File: src/rtl/ctrl_pkg.sv
// ctrl_pkg: shared definitions for the multicycle RV32I control path.
// Holds the main-FSM state encoding, the supported major opcodes, the
// 2-bit ALUOp encoding (also consumed by the ALU control decoder), and
// the datapath mux select encodings driven by the controller.
package ctrl_pkg;

  // Main FSM states; the numeric value is exported on state_o for debug.
  typedef enum logic [3:0] {
    S_FETCH    = 4'd0,
    S_DECODE   = 4'd1,
    S_MEMADR   = 4'd2,
    S_MEMREAD  = 4'd3,
    S_MEMWRITE = 4'd4,
    S_MEMWB    = 4'd5,
    S_EXECR    = 4'd6,
    S_EXECI    = 4'd7,
    S_ALUWB    = 4'd8,
    S_BEQ      = 4'd9,
    S_JAL      = 4'd10,
    S_TRAP     = 4'd11
  } state_t;

  // Major opcodes (instruction[6:0]) understood by the controller.
  localparam logic [6:0] OP_LW    = 7'b0000011;
  localparam logic [6:0] OP_SW    = 7'b0100011;
  localparam logic [6:0] OP_RTYPE = 7'b0110011;
  localparam logic [6:0] OP_ITYPE = 7'b0010011;
  localparam logic [6:0] OP_BEQ   = 7'b1100011;
  localparam logic [6:0] OP_JAL   = 7'b1101111;

  // ALUOp: tells the ALU control decoder what to do.
  localparam logic [1:0] ALU_OP_ADD   = 2'b00;
  localparam logic [1:0] ALU_OP_SUB   = 2'b01;
  localparam logic [1:0] ALU_OP_FUNCT = 2'b10;

  // SrcA mux.
  localparam logic [1:0] SRC_A_PC    = 2'b00;
  localparam logic [1:0] SRC_A_OLDPC = 2'b01;
  localparam logic [1:0] SRC_A_RD1   = 2'b10;

  // SrcB mux.
  localparam logic [1:0] SRC_B_RD2  = 2'b00;
  localparam logic [1:0] SRC_B_IMM  = 2'b01;
  localparam logic [1:0] SRC_B_FOUR = 2'b10;

  // Result mux.
  localparam logic [1:0] RES_ALUOUT    = 2'b00;
  localparam logic [1:0] RES_DATA      = 2'b01;
  localparam logic [1:0] RES_ALURESULT = 2'b10;

  // Immediate format select.
  localparam logic [1:0] IMM_I = 2'b00;
  localparam logic [1:0] IMM_S = 2'b01;
  localparam logic [1:0] IMM_B = 2'b10;
  localparam logic [1:0] IMM_J = 2'b11;

  // True for any opcode the FSM can execute; everything else traps.
  function automatic logic is_legal_op(input logic [6:0] op);
    return (op == OP_LW) || (op == OP_SW) || (op == OP_RTYPE) ||
           (op == OP_ITYPE) || (op == OP_BEQ) || (op == OP_JAL);
  endfunction

endpackage

File: src/rtl/imm_src_dec.sv
// imm_src_dec: selects the immediate format from the opcode.
// Purely combinational and independent of FSM state, so the immediate is
// valid in DECODE when the branch target is computed.
// Ports:
//   opcode  - instruction[6:0] from the IR
//   imm_src - immediate format (I, S, B, J)
module imm_src_dec
  import ctrl_pkg::*;
(
  input  logic [6:0] opcode,
  output logic [1:0] imm_src
);

  always_comb begin
    imm_src = IMM_I;
    case (opcode)
      OP_SW:   imm_src = IMM_S;
      OP_BEQ:  imm_src = IMM_B;
      OP_JAL:  imm_src = IMM_J;
      default: imm_src = IMM_I;
    endcase
  end

endmodule

File: src/rtl/multicycle_ctrl.sv
// multicycle_ctrl: main control FSM of the multicycle RV32I datapath.
// Sequences fetch/decode/execute/memory/writeback, drives datapath mux
// selects and enables, handshakes with unified memory and counts retired
// instructions.
// Ports:
//   clk, rst_n    - clock (rising edge), asynchronous active-low reset
//   opcode        - instruction[6:0] from the IR
//   zero          - ALU zero flag (branch decision in BEQ)
//   mem_ready     - memory completes the current request this cycle
//   mem_req       - memory access request
//   mem_write     - write strobe, qualified by mem_req
//   adr_src       - memory address select (0 PC, 1 ALUOut)
//   ir_write      - load IR and OldPC
//   pc_write      - PC load enable
//   reg_write     - register file write enable
//   alu_src_a/b   - ALU operand selects
//   result_src    - result mux select
//   imm_src       - immediate format
//   alu_op        - ALUOp to the ALU control decoder
//   retire        - one-cycle pulse when an instruction completes
//   illegal       - high while in TRAP
//   instret       - retired-instruction count (wraps)
//   state_o       - current state, debug only
module multicycle_ctrl
  import ctrl_pkg::*;
#(
  parameter bit          HALT_ON_ILLEGAL = 1'b1,
  parameter int unsigned CNT_W           = 32
) (
  input  logic             clk,
  input  logic             rst_n,
  input  logic [6:0]       opcode,
  input  logic             zero,
  input  logic             mem_ready,
  output logic             mem_req,
  output logic             mem_write,
  output logic             adr_src,
  output logic             ir_write,
  output logic             pc_write,
  output logic             reg_write,
  output logic [1:0]       alu_src_a,
  output logic [1:0]       alu_src_b,
  output logic [1:0]       result_src,
  output logic [1:0]       imm_src,
  output logic [1:0]       alu_op,
  output logic             retire,
  output logic             illegal,
  output logic [CNT_W-1:0] instret,
  output logic [3:0]       state_o
);

  state_t           state_q, state_d;
  logic [CNT_W-1:0] instret_q, instret_d;

  imm_src_dec u_imm_src_dec (
    .opcode  (opcode),
    .imm_src (imm_src)
  );

  // Outputs decode directly from state_q, so an asynchronous reset
  // forces the FETCH outputs (e.g. drops mem_write) without a clock edge.
  always_ff @(posedge clk or negedge rst_n) begin
    if (!rst_n) begin
      state_q   <= S_FETCH;
      instret_q <= '0;
    end else begin
      state_q   <= state_d;
      instret_q <= instret_d;
    end
  end

  always_comb begin
    state_d = state_q;
    case (state_q)
      S_FETCH: begin
        if (mem_ready) state_d = S_DECODE;
      end
      S_DECODE: begin
        if (!is_legal_op(opcode)) begin
          state_d = S_TRAP;
        end else begin
          case (opcode)
            OP_LW, OP_SW: state_d = S_MEMADR;
            OP_RTYPE:     state_d = S_EXECR;
            OP_ITYPE:     state_d = S_EXECI;
            OP_BEQ:       state_d = S_BEQ;
            OP_JAL:       state_d = S_JAL;
            default:      state_d = S_TRAP;
          endcase
        end
      end
      // Only lw and sw reach MEMADR, so anything that is not lw is a store.
      S_MEMADR:   state_d = (opcode == OP_LW) ? S_MEMREAD : S_MEMWRITE;
      S_MEMREAD: begin
        if (mem_ready) state_d = S_MEMWB;
      end
      S_MEMWRITE: begin
        if (mem_ready) state_d = S_FETCH;
      end
      S_MEMWB:    state_d = S_FETCH;
      S_EXECR:    state_d = S_ALUWB;
      S_EXECI:    state_d = S_ALUWB;
      S_ALUWB:    state_d = S_FETCH;
      S_BEQ:      state_d = S_FETCH;
      // JAL writes the link address (OldPC+4 left in ALUOut) via ALUWB.
      S_JAL:      state_d = S_ALUWB;
      S_TRAP:     state_d = HALT_ON_ILLEGAL ? S_TRAP : S_FETCH;
      default:    state_d = S_FETCH;
    endcase
  end

  always_comb begin
    mem_req    = 1'b0;
    mem_write  = 1'b0;
    adr_src    = 1'b0;
    ir_write   = 1'b0;
    pc_write   = 1'b0;
    reg_write  = 1'b0;
    alu_src_a  = SRC_A_PC;
    alu_src_b  = SRC_B_RD2;
    result_src = RES_ALUOUT;
    alu_op     = ALU_OP_ADD;
    retire     = 1'b0;
    illegal    = 1'b0;
    case (state_q)
      // PC+4 goes straight from the ALU into PC when the fetch completes.
      S_FETCH: begin
        mem_req    = 1'b1;
        alu_src_a  = SRC_A_PC;
        alu_src_b  = SRC_B_FOUR;
        alu_op     = ALU_OP_ADD;
        result_src = RES_ALURESULT;
        ir_write   = mem_ready;
        pc_write   = mem_ready;
      end
      // Speculatively compute the branch target OldPC+imm into ALUOut.
      S_DECODE: begin
        alu_src_a = SRC_A_OLDPC;
        alu_src_b = SRC_B_IMM;
        alu_op    = ALU_OP_ADD;
      end
      S_MEMADR: begin
        alu_src_a = SRC_A_RD1;
        alu_src_b = SRC_B_IMM;
        alu_op    = ALU_OP_ADD;
      end
      S_MEMREAD: begin
        mem_req = 1'b1;
        adr_src = 1'b1;
      end
      S_MEMWRITE: begin
        mem_req   = 1'b1;
        mem_write = 1'b1;
        adr_src   = 1'b1;
        retire    = mem_ready;
      end
      S_MEMWB: begin
        result_src = RES_DATA;
        reg_write  = 1'b1;
        retire     = 1'b1;
      end
      S_EXECR: begin
        alu_src_a = SRC_A_RD1;
        alu_src_b = SRC_B_RD2;
        alu_op    = ALU_OP_FUNCT;
      end
      S_EXECI: begin
        alu_src_a = SRC_A_RD1;
        alu_src_b = SRC_B_IMM;
        alu_op    = ALU_OP_FUNCT;
      end
      S_ALUWB: begin
        result_src = RES_ALUOUT;
        reg_write  = 1'b1;
        retire     = 1'b1;
      end
      // Compare via subtract; the target computed in DECODE sits in ALUOut.
      S_BEQ: begin
        alu_src_a  = SRC_A_RD1;
        alu_src_b  = SRC_B_RD2;
        alu_op     = ALU_OP_SUB;
        result_src = RES_ALUOUT;
        pc_write   = zero;
        retire     = 1'b1;
      end
      S_JAL: begin
        alu_src_a  = SRC_A_OLDPC;
        alu_src_b  = SRC_B_FOUR;
        alu_op     = ALU_OP_ADD;
        result_src = RES_ALUOUT;
        pc_write   = 1'b1;
      end
      S_TRAP: begin
        illegal = 1'b1;
      end
      default: begin
        illegal = 1'b0;
      end
    endcase
  end

  // Natural modulo-2^CNT_W wrap of the counter.
  always_comb begin
    instret_d = instret_q + CNT_W'(retire);
  end

  assign instret = instret_q;
  assign state_o = state_q;

endmodule

File: config.mk
export PLATFORM = sky130hd
export DESIGN_NAME = multicycle_ctrl
export DESIGN_NICKNAME = d
export VERILOG_FILES = /design/src/rtl/ctrl_pkg.sv /design/src/rtl/imm_src_dec.sv /design/src/rtl/multicycle_ctrl.sv
export SDC_FILE = /design/constraint.sdc
export NUM_CORES = 1
export LEC_CHECK = 0
export CAP_MARGIN = 20
export CORE_UTILIZATION = 45
export CTS_BUF_LIST = sky130_fd_sc_hd__clkbuf_4
export CTS_CLUSTER_DIAMETER = 40
export CTS_CLUSTER_SIZE = 20
export DETAILED_ROUTE_END_ITERATION = 10
export GPL_TIMING_DRIVEN = 1
export PLACE_DENSITY_LB_ADDON = 0.1
export SKIP_LAST_GASP = 1
export SYNTH_ARGS = -nofsm -noshare
export SYNTH_HDL_FRONTEND = slang
export SYNTH_SLANG_ARGS = --single-unit
File: constraint.sdc
create_clock -name clk -period 3.53 [get_ports clk]
set_input_delay 1.059 -clock clk [delete_from_list [all_inputs] [get_ports clk]]
set_output_delay 1.059 -clock clk [all_outputs]
set_load 0.02 [all_outputs]
==> impl_metrics.yaml <==
synthesis:
  synth_edf_count: 0
  yosysSeqAreaShare_pct: 45.8
  synth_area_um2: 1970
  yosys.area.top_type: "dfrtp_1"
  syn_nets: 223
  ys_warn_count: 0
  synth-seq-cells: 36
  ys_async_sr_fraction_pct: 100
  syn_avg_cell_area_um2: 9.36
  synth_top_area_share_pct: 45.8
  synth_area_leaders: "dfrtp_1, xnor2_1, xor2_1, nor2_1, nand3_1"
  synthFlopType: "dfrtp_1"
  yosysUniqueCellTypes: 42
  syn_inst: 210
route:
  post_drt_via_cell_ratio: 5.23
  vias: 1790
  wl_per_cell_um: 12.9
  routed_wl_um: 4420
  drtIter0Drc: 61
  drt-pass1-iter-count: 4
  drtAntennaViolNets: 0
  drc: 0
cells_and_area:
  antenna_cells: 0
  utilization_pct: 68.6
  drive_gt1_share_pct: 12.3
  final_cell_area_um2: 2800
  area_delta_synth_final_pct: 42.6
  fin_cells: 342
  final_common_cell: "clkdlybuf4s50_1"
  mostFrequentLayoutCells: "clkdlybuf4s50_1, dfrtp_1, nor2_1, xnor2_1, buf_4"
  fin_nets: 304
pwr:
  power.leakage_nw: 1.25
  peakVddDrop_mv: 0.476
  p_per_area_nw_per_um2: 561
placement:
  io_buffers: 64
  place_congestion: 0.798
  dp_hpwl_um: 3300
  dp.cells: 334
  placed_cell_area_um2: 2760
cts:
  cts-root-buf: "clkbuf_4"
  clk_latency_ps: 320
  clockBufferDepth: 2
  cts_tree: "yes"
  cts_made_buffers: 5
  cts.sinks: 36
  clkTransAtPathRegs_ps: 100
  postCtsSetupRepairBufs: 0
  cts-htree-levels: 2
floorplanning:
  rows: 23
  ios: 65
  die_w_um: 68.1
  die_h_um: 68.1
  start_util_pct: 48.1
  design.die.area_um2: 4640
  core_area_um2: 4090
global_route:
  grt_max_degree: 37
  antenna_found_initial: 0
  grt-ovfl-total: 0
  track_usage_pct: 20.1
  grt_pass1_vias: 1599
  grt_pass1_wl_um: 7030
setup_path:
  cp_max_fo: 2
  crit_arrival_ps: 2380
  critPathLaunch: "opcode[1]"
  cp_slowest_cell: "clkdlybuf4s50_1"
  rr_startpoint: "state_o[3]$_DFFE_PN0P_"
  path_cells: "clkdlybuf4s50_1 > nand3_1 > or3b_2 > nor2_1 > buf_2"
  path_class: "input port to output port"
  crit_path_start_kind: "input port"
  worstPathRequired_ps: 2470
  worst_setup_path_end_kind: "output port"
  max_stage_delay_ps: 480
timing:
  worst_pin_slew_ps: 786
  skew_ps: 6.06
  post-route-period-util_pct: 97.4
  finalMaxSlewViolations: 0
  fin_tns_setup_ps: 0
  finalSetupViolations: 0
  slew_headroom_pct: 47.6
  finalHoldViolations: 0
  rsz0062_at_grt: "no"
  fmax_mhz: 291
  min_period_ps: 3440
status:
  status: "completed"
flow_run:
  drv_cap: 0
min_path:
  min-delay-start: "instret[31]$_DFF_PN0_"
  hold_class: "flip-flop to flip-flop"
-- where the power goes --
group	total, mW	internal, mW	switching [mW]
Clock	0.215	0.0920	0.123
Sequential	0.577	0.464	0.112
Combinational	0.781	0.379	0.402
-- layer usage --
| metal | vias up | wire (µm) | GRT usage, % |
|---|---|---|---|
| li1 | 888 | - | - |
| met1 | 858 | 2050 | 26.6 |
| met2 | 42 | 2190 | 33.5 |
| met3 | 2 | 165 | 5.00 |
| met4 | 0 | 15 | 3.13 |
| met5 | - | 0 | 0 |
-- final timing paths --
kind                                                to  slack (ps)  cells past startpoint
worst min register to register   instret[31]$_DFF_PN0_         480                      1
worst min-delay path             instret[31]$_DFF_PN0_         480                      1
worst max-delay path                        imm_src[1]          90                      5
max in group asynchronous       state_o[3]$_DFFE_PN0P_        2220                      1
worst max register to register   instret[28]$_DFF_PN0_         610                     10
min in group asynchronous        instret[31]$_DFF_PN0_         810                      1
-- through the flow --
step	setup WS [ps]	hold WS (ps)	power, mW
final	91.7	477	1.57
after global routing	51.2	502	1.68
after CTS	-71.8	481	1.59
after detailed placement	-353	465	1.38
after global placement	-349	463	1.37
after floorplan	244	582	1.00
-- Yosys cell counts (2+ instances only) --
cell	number
nand3_1	14
xnor2_1	17
nor3_1	11
o21ai_0	3
nand4_2	2
nor3b_1	2
inv_1	9
clkbuf_1	6
xor2_1	15
nand2_1	16
nand2b_1	4
a21oi_1	8
ha_1	2
nor4_1	4
nor2_1	27
o21a_1	3
nand4_1	7
dfrtp_1	36
-- worst max-delay path, delay by kind of cell --
family	cells	cell delay, ps
AND/OR/NAND/NOR	3	680
buffers and inverters	2	640
-- final cells by class --
| class | count | area (µm²) |
|---|---|---|
| clock buffers | 7 | 52.6 |
| clock inverters | 1 | 3.75 |
| fillers | 340 | 1280 |
| inverters | 9 | 33.8 |
| multi-input cells | 158 | 997 |
| flip-flops and latches | 36 | 901 |
| well taps | 50 | 62.6 |
| repair buffers | 81 | 753 |
-- state kept, by name (all words and copies together) (netlist names) --
name / cells
instret: 32
state_o: 4
-- kinds of logic after synthesis --
group,Yosys count,share of synthesized area [%]
simple gates,101,27.3
flops,36,45.8
xor+xnor,33,15.1
compound gates,22,7.07
buf+inv,16,3.44
fa+ha+maj,2,1.27
-- timing repair --
action / CTS / global route
resized for setup: 7 / 4
setup endpoints to repair: 4 / 2
hold buffers: 0 / 0
gates cloned: 0 / 0
Note: power is estimated with default switching activity, not from simulation.
